==> config.mk <==
export PLATFORM = sky130hd
export DESIGN_NAME = fetch_unit
export DESIGN_NICKNAME = d
export VERILOG_FILES = /design/src/rtl/fetch_unit.sv
export SDC_FILE = /design/constraint.sdc
export NUM_CORES = 1
export LEC_CHECK = 0
export ABC_AREA = 1
export CORE_ASPECT_RATIO = 1.2
export CORE_UTILIZATION = 48
export DETAILED_ROUTE_END_ITERATION = 12
export PLACE_DENSITY = 0.83
export SLEW_MARGIN = 20
export SYNTH_ARGS = -nofsm -noshare
export SYNTH_HDL_FRONTEND = slang
export SYNTH_SLANG_ARGS = --single-unit
==> constraint.sdc <==
create_clock -name clk -period 6.2 [get_ports clk]
set_input_delay 1.55 -clock clk [delete_from_list [all_inputs] [get_ports clk]]
set_output_delay 1.55 -clock clk [all_outputs]
set_load 0.05 [all_outputs]
==> src/rtl/fetch_unit.sv <==
// Instruction-fetch stage: owns the PC, issues one instruction-memory request
// at a time and presents the fetched instruction to the IF/ID register.
//
// Ports:
//   clk, rst            clock (rising edge); asynchronous active-high reset
//   StallF              hold the presented instruction and PC
//   RedirectE           load PCTargetE (word-aligned) as the next PC
//   PCTargetE           redirect target
//   imem_req_valid      request valid (only while a request is being offered)
//   imem_req_addr       request address, always the current PC
//   imem_req_ready      memory accepts the request
//   imem_resp_valid     response strobe, once per accepted request
//   imem_resp_data      fetched instruction
//   instr, PCf, PCPlus4F  instruction and its PC / PC+4 to IF/ID
//   FetchValid          instr/PCf/PCPlus4F hold a valid instruction
//   FetchBusy           complement of FetchValid, to the hazard unit
module fetch_unit #(
  parameter int unsigned               DATA_WIDTH = 32,
  parameter logic [DATA_WIDTH-1:0]     RESET_PC   = '0
) (
  input  logic                  clk,
  input  logic                  rst,
  input  logic                  StallF,
  input  logic                  RedirectE,
  input  logic [DATA_WIDTH-1:0] PCTargetE,
  output logic                  imem_req_valid,
  output logic [DATA_WIDTH-1:0] imem_req_addr,
  input  logic                  imem_req_ready,
  input  logic                  imem_resp_valid,
  input  logic [DATA_WIDTH-1:0] imem_resp_data,
  output logic [DATA_WIDTH-1:0] instr,
  output logic [DATA_WIDTH-1:0] PCf,
  output logic [DATA_WIDTH-1:0] PCPlus4F,
  output logic                  FetchValid,
  output logic                  FetchBusy
);

  localparam logic [DATA_WIDTH-1:0] PC_STEP    = DATA_WIDTH'(4);
  localparam logic [DATA_WIDTH-1:0] ALIGN_MASK = ~DATA_WIDTH'(3);

  typedef enum logic [2:0] {
    S_IDLE  = 3'd0,
    S_REQ   = 3'd1,
    S_WAIT  = 3'd2,
    S_VALID = 3'd3,
    S_DROP  = 3'd4
  } state_t;

  state_t                  state, state_n;
  logic [DATA_WIDTH-1:0]   pc, pc_n;
  logic [DATA_WIDTH-1:0]   buffer, buffer_n;
  logic [DATA_WIDTH-1:0]   target;
  logic                    accepted;

  // Redirect targets are always word aligned.
  assign target   = PCTargetE & ALIGN_MASK;
  assign accepted = (state == S_REQ) && imem_req_ready;

  // Next-state, next-PC and instruction buffer; a redirect overrides everything.
  always_comb begin
    state_n  = state;
    pc_n     = pc;
    buffer_n = buffer;
    if (RedirectE) begin
      pc_n = target;
      unique case (state)
        S_REQ:   state_n = accepted ? S_DROP : S_REQ;
        // A response in the same cycle closes the transaction, so no drop needed.
        S_WAIT:  state_n = imem_resp_valid ? S_REQ : S_DROP;
        S_DROP:  state_n = imem_resp_valid ? S_REQ : S_DROP;
        default: state_n = S_REQ;
      endcase
    end else begin
      unique case (state)
        S_IDLE:  state_n = S_REQ;
        S_REQ:   state_n = accepted ? S_WAIT : S_REQ;
        S_WAIT: begin
          if (imem_resp_valid) begin
            buffer_n = imem_resp_data;
            state_n  = S_VALID;
          end
        end
        S_VALID: begin
          if (!StallF) begin
            pc_n    = pc + PC_STEP;
            state_n = S_REQ;
          end
        end
        S_DROP:  state_n = imem_resp_valid ? S_REQ : S_DROP;
        default: state_n = S_IDLE;
      endcase
    end
  end

  // State, PC, buffer and registered output decode of the next state.
  always_ff @(posedge clk or posedge rst) begin
    if (rst) begin
      state          <= S_IDLE;
      pc             <= RESET_PC;
      buffer         <= '0;
      imem_req_valid <= 1'b0;
      imem_req_addr  <= RESET_PC;
      instr          <= '0;
      PCf            <= RESET_PC;
      PCPlus4F       <= RESET_PC + PC_STEP;
      FetchValid     <= 1'b0;
      FetchBusy      <= 1'b1;
    end else begin
      state          <= state_n;
      pc             <= pc_n;
      buffer         <= buffer_n;
      imem_req_valid <= (state_n == S_REQ);
      imem_req_addr  <= pc_n;
      instr          <= (state_n == S_VALID) ? buffer_n : '0;
      PCf            <= pc_n;
      PCPlus4F       <= pc_n + PC_STEP;
      FetchValid     <= (state_n == S_VALID);
      FetchBusy      <= (state_n != S_VALID);
    end
  end

endmodule

Word-level counts from Yosys, hierarchy flattened:

Index checks and enable logic that the tools add are counted.

* $add $sub $neg: 2
* multipliers: 0
* divide/modulo/power cells: 0
* $lt $le $gt $ge: 0
* equality and inequality tests: 7
* shift operators: 0
* mux-type cells: 15
* bitwise logic cells: 0
* reduce and logical (&&, ||, !) cells: 3

Operator list (number)
* $mux W32: 7
* $add A32 B3 Y32 const B: 2
* $mux W3: 5
* $pmux W3 S5: 1
* $eq A3 B2 Y1 const B: 3
* $eq A3 B1 Y1 const B: 2
* $pmux W3 S2: 1
* $eq A3 B3 Y1 const B: 1
* $logic_not A3 Y1: 1
* $ne A3 B2 Y1 const B: 1
* $mux W2: 1
* $reduce_or A2 Y1: 1
* $logic_and A1 B1 Y1: 1

* register bits: 134
* latch bits: 0
* RAM bits: 0
* bits in read-only memories: 0
* output and inout port bits: 131
* word-level logic and storage cells: 35
* memories: 0

Longest topological paths before layout:

Gate-level depths: netlist (run 1).

* depth in word-level cells: 7
* gate-level depth with buffers: 16
* mapped depth without buffers: 16

Least setup slack after synthesis (run 1):

No wires, ideal clock.

* path kind: input to register
* start: input RedirectE
* end: register PCPlus4F[22]
* library setup time: 0.116 ns
* data arrival time: 3.188 ns
* required time: 6.084 ns
* setup slack: 2.896 ns
* stages on the path: 15
* buffers on the path: 2
* path through: buf_2 > inv_2 > clkbuf_2 > nor2_1 > a21oi_2 > ha_1 > inv_1 > nor2_1 > nand2_2 > nor2_4 > nand2_1 > nor2_1 > nand2_1 > nand2_1 > nand2_1

* word-level cells in the longest chain between the ends: 2

RTL lines
* start, declared: line 24 `input logic RedirectE,`
* $mux W32: line 64 `if (RedirectE) begin`
* via pc_n[2]: line 50 `logic [DATA_WIDTH-1:0] pc, pc_n;`
* $add A32 B3 Y32: line 116 `PCPlus4F <= pc_n + PC_STEP;`
* end signal, assigned: line 105 `PCPlus4F <= RESET_PC + PC_STEP;`
* end signal, assigned: line 116
* end, declared: line 33 `output logic [DATA_WIDTH-1:0] PCPlus4F,`

The timed path passes the listed nets, and every way through them passes these cells.

Final worst setup path (run 1):

Ends and elaborated chain as after synthesis.

==> flow_summary.yaml, run 1 <==
run:
  drv_cap: 0
timing:
  whs_ns: 0.477
  slew_violations: 0
  fin_skew_ns: 0.0105
  grt_setup_unrepaired: "no"
  max_freq_ghz: 0.228
  setup_viol: 0
  slew_headroom_pct: 39.5
  period_needed_ns: 4.38
  fin_tns_setup_ns: 0
  period_share_pct: 70.6
  finalHoldViolations: 0
  tightest_slew_ns: 0.907
placement:
  globalplace.congestion: 0.891
  dp_hpwl_microns: 12600
  io_buffers: 192
outcome:
  status: "complete, no violations"
synthesis:
  syn_avg_cell_area_sq_um: 8.81
  yosysSeqAreaShare_pct: 48.6
  yosys.area_share.simple_pct: 32.2
  synth_xor_area_share_pct: 1.70
  synth_top_family_by_area: "simple AND/OR/NAND/NOR gates"
  syn_area_sq_mm: 0.00669
  synth_edf_count: 0
  ys_types: 39
  synth-compound-area-share_pct: 1.70
  ys_seq_elements: 130
  synthAdderAreaFrac_pct: 0.374
  synthMuxAreaShare_pct: 5.38
  netlist_instances: 760
  yosysWarnings: 0
  synth-main-ff-cell: "dfrtp_1"
  async_flop_share_pct: 100
route:
  m1WireLength_microns: 6220
  viasPerCell: 5.13
  num_vias: 5686
  wl_met2_microns: 8550
  drtPass1Iterations: 5
  ant_nets: 0
  drc: 0
  wl_met3_microns: 1690
  routed.top_layer: "met4"
  dr.first_iter.drc_count: 293
  routedWlPerCell_microns: 15.4
  routed_wl_microns: 17100
worst_setup_path:
  end_kind: "flip-flop"
  crit_path_max_incr_delay_ns: 0.75
  cp_max_fo: 59
  path_cells: "clkdlybuf4s50_1, inv_2, nor2_1, a21oi_2, ha_1, inv_1, nor2_1, nand2_2, nor2_4, nand2_1, nor2_1, nand2_1, nand2_1, nand2_1"
  critPathKind: "in2reg"
  slowest_stage: "inv_2"
  cp_top_family: "buffers and inverters"
  critPathLaunchType: "input port"
  crit_top_cell: "nand2_1"
  arrival_ns: 4.68
  path_buf_inv: 3
  required_ns: 6.50
clock_tree:
  clk_latency_ns: 0.41
  clock-sinks: 130
  clk_pin_slew_ns: 0.06
  cts_hold_buf: 0
  numCtsBuffers: 17
  root_buffer: "clkbuf_16"
  ctsResizeCount: 0
  htree_levels: 4
  clockBufferDepth: 2
  cts_tree: "built"
  postCtsSetupBuffers: 0
cells_and_area:
  multi_input_area_sq_mm: 0.00280
  area_growth_pct: 36.6
  diodes: 0
  regArea_sq_mm: 0.00326
  nFillCells: 1066
  nNetsFinal: 999
  drive_above_1_share_pct: 16.1
global_route:
  antenna_found_initial: 0
  grt_pass1_wl_microns: 27100
  grt_max_degree: 77
  grt_pass1_vias: 5638
  grt_overflow: 0
  grtUsageTotal_pct: 24.6
power:
  vdd_ir_drop_max_v: 0.000231
  leakage_uw: 0.00438
  powerDensity_mw_per_mm2: 338
floorplan:
  initial_utilization_pct: 49.9
  core_area_sq_mm: 0.0134
  rows: 46
  die_y_microns: 131
  die_area_sq_mm: 0.0144
  io_pins: 201
  die_w_microns: 110
worst_hold_path:
  hold_path.class: "reg2reg"
-- kinds of logic after synthesis --
group / after synthesis
buffers and inverters: 139
AO/OA/AOI/OAI: 19
adder cells (fa/ha/maj): 2
other: 1
XOR/XNOR: 13
AND/OR/NAND/NOR: 424
flip-flops: 130
multiplexers: 32
-- cells in the final DEF, fill, tap and decap left out, types with 3 or more instances in the layout --
cell               n
nor3_2             5
inv_2              4
o21ai_0           10
and3_1            32
nor3_1             4
or2_2             25
mux2_1             4
nand3_1           69
nand3b_1           5
xor2_1            13
clkdlybuf4s50_1  192
nor2_4            12
dfrtp_1          128
nand2_1          156
nand4_1           19
conb_1             6
nor2_2            12
nor2_1            63
buf_4              4
nand2_2           14
clkbuf_16         17
mux2_2            28
inv_6              6
inv_1             81
a21oi_2            3
-- path summary, 6_finish.rpt --
path / start / to / slack (ns) / depth (start not counted)
max: RedirectE / PCPlus4F[22] / 1.82 / 14
min: buffer[23] / buffer[23] / 0.48 / 1
max reg2reg: pc[3] / PCPlus4F[31] / 3.51 / 14
min reg2reg: buffer[23] / buffer[23] / 0.48 / 1
max in group asynchronous: rst / state[2] / 3.82 / 3
min in group asynchronous: rst / PCPlus4F[7] / 1.69 / 3
-- worst register-to-register path, delay by kind of cell, from the launching register on --
family | cells | cell delay (ns)
simple gates | 13 | 1.88
flops | 1 | 0.45
fa+ha+maj | 1 | 0.27
-- state kept, by name, summed over array words and instances, names as in the netlist --
signal,flops
FetchValid,1
instr,32
PCPlus4F,30
FetchBusy,1
buffer,32
state,3
pc,30
imem_req_valid,1
-- routing by layer --
layer  GRT usage, %  vias to the layer above
li1               -                     2724
met1           26.8                     2677
met2           41.0                      244
met3           9.87                       41
met4           11.6                        0
met5              0                        -
-- report_power, final --
group	total [uW]	switching, uW	internal, uW
sequential	1110	84.7	1030
combinational	968	629	339
clock	1010	403	605
total	3090	1120	1970
-- per-stage QoR --
step	instance area [sq um]	power, uW	std cells	worst slack, ns	util [%]
finish	9140	3090	1108	1.82	68.2
global route	9140	3230	1108	1.58	68.2
floorplan	6710	1800	765	1.18	-
CTS	9140	3120	1108	1.84	68.2
global placement	8550	2070	1076	1.47	63.7
detailed placement	8550	2100	1076	1.41	63.7
-- cell type report --
type | instances | share of cell area, %
multi-input cells | 496 | 30.7
well taps | 168 | 2.30
clock inverters | 15 | 1.86
repair buffers | 196 | 21.3
clock buffers | 17 | 4.65
flip-flops and latches | 130 | 35.6
inverters | 86 | 3.56
-- synth_stat cells (all sizes together), types with 5 or more instances --
cell      n  area (sq um)
nand4    20           131
nand2   172           696
xor2     13           114
nand3    70           363
nand3b    5          37.5
or2      25           156
and3     32           200
nor2     88           467
clkbuf   12          46.3
buf      41           295
mux2     32           360
inv      86           323
o21ai    13          72.6
nor3     10          86.3
dfrtp   128          3200
Note: power is estimated with default switching activity, not from simulation.
==> inputs of run 2 (changes only) <==
- CORE_UTILIZATION: 48 -> 43
- PLACE_DENSITY: 0.83 -> 0.79
- clock period: 6.2 -> 3.5 ns (I/O delays scaled with it)
==> run 2 against run 1 <==
Net effect:
- sequential share of layout area fell by 0.45 points
- critical endpoint unchanged
- largest cell class unchanged
- clock power rose by 76%
- largest power group unchanged
- flip-flop and latch count did not move
==> flow_summary.yaml, run 2 (synthesized netlist as in run 1, its figures left out) <==
worst_setup_path:
  end_kind: "flip-flop"
  critPathKind: "in2reg"
  cp_max_fo: 9
  required_ns: 3.79
  critPathLaunchType: "input port"
  arrival_ns: 3.27
timing:
  setup_viol: 0
  finalHoldViolations: 0
  fin_tns_setup_ns: 0
  slew_headroom_pct: 43.7
  max_freq_ghz: 0.336
  worst_slack_ns: 0.527
  grt_setup_unrepaired: "no"
  period_needed_ns: 2.97
  tightest_slew_ns: 0.844
  slew_violations: 0
  fin_skew_ns: 0.0161
  period_share_pct: 84.9
global_route:
  grt_overflow: 0
  antenna_found_initial: 0
  grt-busiest-layer: "met2"
  grt_util_met2_pct: 39.1
  grt_pass1_wl_microns: 27900
  grt_pass1_vias: 5726
  grt_max_degree: 59
  grt_use_met3_pct: 9.09
  grtUsageTotal_pct: 22.7
  grtUsageMet1_pct: 24.5
placement:
  pre_cts_slack_ns: 0.163
  globalplace.congestion: 0.890
  place_area_sq_mm: 0.00866
  io_buffers: 192
  dp_hpwl_microns: 13100
power:
  swShare_pct: 36.0
  powerDensity_mw_per_mm2: 591
  p_int_uw: 3500
  p_comb_share_pct: 31.5
  leakage_uw: 0.00441
  vdd_ir_drop_max_v: 0.000494
  switching_power_uw: 1970
  power_uw: 5470
  power_frac_clock_pct: 32.4
  p_seq_share_pct: 36.1
clock_tree:
  cts_hold_buf: 0
  clk_latency_ns: 0.42
  clk_pin_slew_ns: 0.06
  clockBufferDepth: 2
  ctsResizeCount: 0
  numCtsBuffers: 17
  root_buffer: "clkbuf_16"
  htree_levels: 4
  cts_tree: "built"
  postCtsSetupBuffers: 0
  clock-sinks: 130
route:
  ant_nets: 0
  num_vias: 5709
  viasPerCell: 4.96
  dr.first_iter.drc_count: 393
  drc: 0
  drtPass1Iterations: 5
  routed_wl_microns: 17300
  routedWlPerCell_microns: 15.0
floorplan:
  initial_utilization_pct: 44.4
  die_area_sq_mm: 0.0161
  io_pins: 201
  die_w_microns: 116
  die_y_microns: 139
  rows: 49
  core_area_sq_mm: 0.0151
cells_and_area:
  mostFrequentLayoutCells: "clkdlybuf4s50_1 (192), nand2_1 (156), dfrtp_1 (128)"
  diodes: 0
  final_common_cell: "clkdlybuf4s50_1"
  drive_above_1_share_pct: 16.6
  area_growth_pct: 38.3
  post-route-util_pct: 61.4
  final_area_sq_mm: 0.00926
  nNetsFinal: 1005
  reg_top3: "buffer: 32 flops, instr: 32 flops"
outcome:
  status: "complete, no violations"
worst_hold_path:
  hold_path.class: "reg2reg"
run:
  drv_cap: 0
-- run 2: worst paths after layout --
| check | startpoint | endpoint | slack (ns) | cells past startpoint |
|---|---|---|---|---|
| max | StallF | PCPlus4F[22] | 0.53 | 16 |
| min | buffer[2] | buffer[2] | 0.47 | 1 |
| max reg2reg | pc[3] | PCPlus4F[31] | 0.84 | 14 |
| min reg2reg | buffer[2] | buffer[2] | 0.47 | 1 |
| max in group asynchronous | rst | instr[5] | 1.84 | 3 |
| min in group asynchronous | rst | pc[20] | 0.94 | 2 |
-- run 2: per-stage QoR --
step	std cells	hold slack, ns
after floorplan	765	0.447
after global placement	1118	0.457
after detailed placement	1118	0.465
after CTS	1150	0.478
after global routing	1150	0.501
final	1150	0.472
-- run 2: final cells by class --
cell class / instances / area, sq um
multi-input combinational: 496 / 2800
inverter: 86 / 327
clock inverter: 15 / 170
fill: 1280 / 5820
clock buffer: 17 / 425
sequential: 130 / 3260
tap: 204 / 255
timing repair buffer: 202 / 2020
-- run 2: worst max-delay path: stages --
cell             delay [ns]
clkdlybuf4s50_1        0.44
nor2_2                 0.16
nand2_4                0.13
nand2_1                0.09
nand2_1                0.05
o21ai_2                0.18
ha_1                   0.20
inv_1                  0.08
nor2_1                 0.17
nand2_2                0.14
nor2_4                 0.24
nand2_1                0.10
nor2_1                 0.21
nand2_1                0.08
nand2_1                0.06
nand2_1                0.05
-- run 2: metal layers --
| metal | part of all wire [%] | up-vias |
|---|---|---|
| met1 | 37 | 2719 |
| met3 | 9.1 | 36 |
| met2 | 51 | 226 |
| met5 | 0 | - |
| li1 | - | 2728 |
| met4 | 2.7 | 0 |
-- run 2: power groups by stage --
stage | Clock [uW] | Sequential (uW) | Combinational (uW)
after floorplan | 0 | 2400 | 787
after global placement | 0 | 1990 | 1700
after detailed placement | 0 | 2000 | 1730
after CTS | 1810 | 1980 | 1730
after global routing | 1870 | 2010 | 1850
final | 1780 | 1980 | 1720
==> inputs of run 3 (changes only) <==
- CORE_UTILIZATION: 43 -> 48
- PLACE_DENSITY: 0.79 -> 0.83
- clock period: 3.5 -> 3 ns (I/O delays scaled with it)
==> run 3 against run 2 <==
Net effect:
- clock power rose by 11%
- cell count fell by 0.70%
- global-route usage rose by 2.9 points
- clock skew fell by 0.0091 ns
- non-clock buffer count rose by 28
- sequential share of layout area fell by 0.59 points
- wire length rose by 0.31%
- core utilization rose by 8.8 points
- flip-flop and latch count did not move
- critical path type unchanged
- critical endpoint is now PCPlus4F[28]
- largest cell class unchanged
- largest power group unchanged
==> flow_summary.yaml, run 3 (synthesized netlist as in run 1, its figures left out) <==
timing:
  period_needed_ns: 2.69
  slew_headroom_pct: 55.6
  slew_violations: 0
  max_freq_ghz: 0.371
  period_share_pct: 89.8
  finalHoldViolations: 0
  grt_setup_unrepaired: "no"
  tightest_slew_ns: 0.666
  setup_viol: 0
  fin_skew_ns: 0.00699
  fin_tns_setup_ns: 0
worst_setup_path:
  critPathKind: "in2reg"
  critPathLaunchType: "input port"
  cp_max_fo: 9
  end_kind: "flip-flop"
  required_ns: 3.30
  arrival_ns: 2.99
power:
  p_int_uw: 3970
  p_comb_share_pct: 32.6
  power_uw: 6340
  powerDensity_mw_per_mm2: 673
  vdd_ir_drop_max_v: 0.000464
  swShare_pct: 37.3
  leakage_uw: 0.00454
  power_frac_clock_pct: 31.1
  p_seq_share_pct: 36.3
  switching_power_uw: 2360
floorplan:
  core_area_sq_mm: 0.0134
  rows: 46
  initial_utilization_pct: 49.9
  io_pins: 201
  die_area_sq_mm: 0.0144
  die_y_microns: 131
  die_w_microns: 110
cells_and_area:
  drive_above_1_share_pct: 19.0
  reg_top3: "buffer: 32 flops, instr: 32 flops"
  diodes: 0
  regArea_sq_mm: 0.00326
  final_common_cell: "clkdlybuf4s50_1"
  nFillCells: 997
  area_growth_pct: 40.7
  multi_input_area_sq_mm: 0.00280
  mostFrequentLayoutCells: "clkdlybuf4s50_1 (192), nand2_1 (156), dfrtp_1 (128)"
  nNetsFinal: 1033
clock_tree:
  clk_pin_slew_ns: 0.06
  cts_tree: "built"
  cts_hold_buf: 0
  clockBufferDepth: 2
  ctsResizeCount: 0
  root_buffer: "clkbuf_16"
  clock-sinks: 130
  htree_levels: 4
  clk_latency_ns: 0.41
  postCtsSetupBuffers: 0
  numCtsBuffers: 17
route:
  routed_wl_microns: 17300
  dr.first_iter.drc_count: 432
  routedWlPerCell_microns: 15.2
  num_vias: 5794
  viasPerCell: 5.07
  drtPass1Iterations: 5
  ant_nets: 0
  drc: 0
global_route:
  grt_pass1_vias: 5919
  grt_overflow: 0
  grt_max_degree: 131
  grt_pass1_wl_microns: 28100
  grtUsageTotal_pct: 25.6
  antenna_found_initial: 0
placement:
  globalplace.congestion: 0.919
  dp_hpwl_microns: 12900
  io_buffers: 192
worst_hold_path:
  hold_path.class: "reg2reg"
run:
  drv_cap: 0
outcome:
  status: "complete, no violations"
-- run 3: changes by cell type in the layout (fill, tap and decap cells not counted), sizes merged --
cell / delta
clkinv: -1
inv: +3
bufinv: -2
buf: +28
-- run 3: area by class of cell --
class	instances	share of cell area, %
multi-input combinational	496	29.8
inverter	86	3.47
clock inverter	15	1.47
timing repair buffer	230	24.0
sequential	130	34.6
tap	168	2.23
clock buffer	17	4.52
-- run 3: worst paths after layout --
kind | start | slack (ns) | cells after the start | endpoint
worst max register to register | pc[3] | 0.36 | 14 | PCPlus4F[28]
worst max-delay path | StallF | 0.31 | 15 | PCPlus4F[28]
worst min-delay path | buffer[23] | 0.48 | 1 | buffer[23]
min in group asynchronous | rst | 0.90 | 3 | PCPlus4F[23]
worst min register to register | buffer[23] | 0.48 | 1 | buffer[23]
max in group asynchronous | rst | 1.63 | 3 | buffer[25]
-- run 3: stage by stage --
stage	cell area [sq um]	instances	util (%)	hold slack, ns	worst slack (ns)
4_1_cts	9420	1142	70.2	0.485	0.306
3_3_place_gp	8850	1110	66.0	0.459	-0.0293
3_5_place_dp	8850	1110	66.0	0.471	-0.106
6_report	9420	1142	70.2	0.482	0.306
2_1_floorplan	6720	765	-	0.447	0.496
5_1_grt	9420	1142	70.2	0.494	0.0885
-- run 3: power by group through the flow --
stage	clock (uW)	combinational (uW)	sequential, uW
after floorplan	0	918	2790
after global placement	0	2020	2320
after detailed placement	0	2070	2330
after CTS	2010	2080	2300
after global routing	2080	2210	2340
final	1970	2070	2300
-- run 3: critical path, stage by stage --
cell,delay [ns]
clkdlybuf4s50_1,0.44
inv_1,0.07
nand2_1,0.09
nor2_4,0.25
nand2_2,0.12
nor2_4,0.25
nand3_1,0.12
nand3_1,0.11
nand2_2,0.11
nor2_1,0.19
nand2_1,0.13
nor2_1,0.16
nand3_1,0.09
nand2_1,0.06
nand2_1,0.06
-- run 3: routing by layer --
layer | share of wire (%) | vias to the layer above | wire length [microns] | GRT usage (%)
met3 | 9.1 | 46 | 1570 | 8.83
li1 | - | 2790 | - | -
met2 | 50 | 243 | 8730 | 42.8
met5 | 0 | - | 0 | 0
met1 | 36 | 2715 | 6310 | 27.8
met4 | 4.2 | 0 | 729 | 13.6
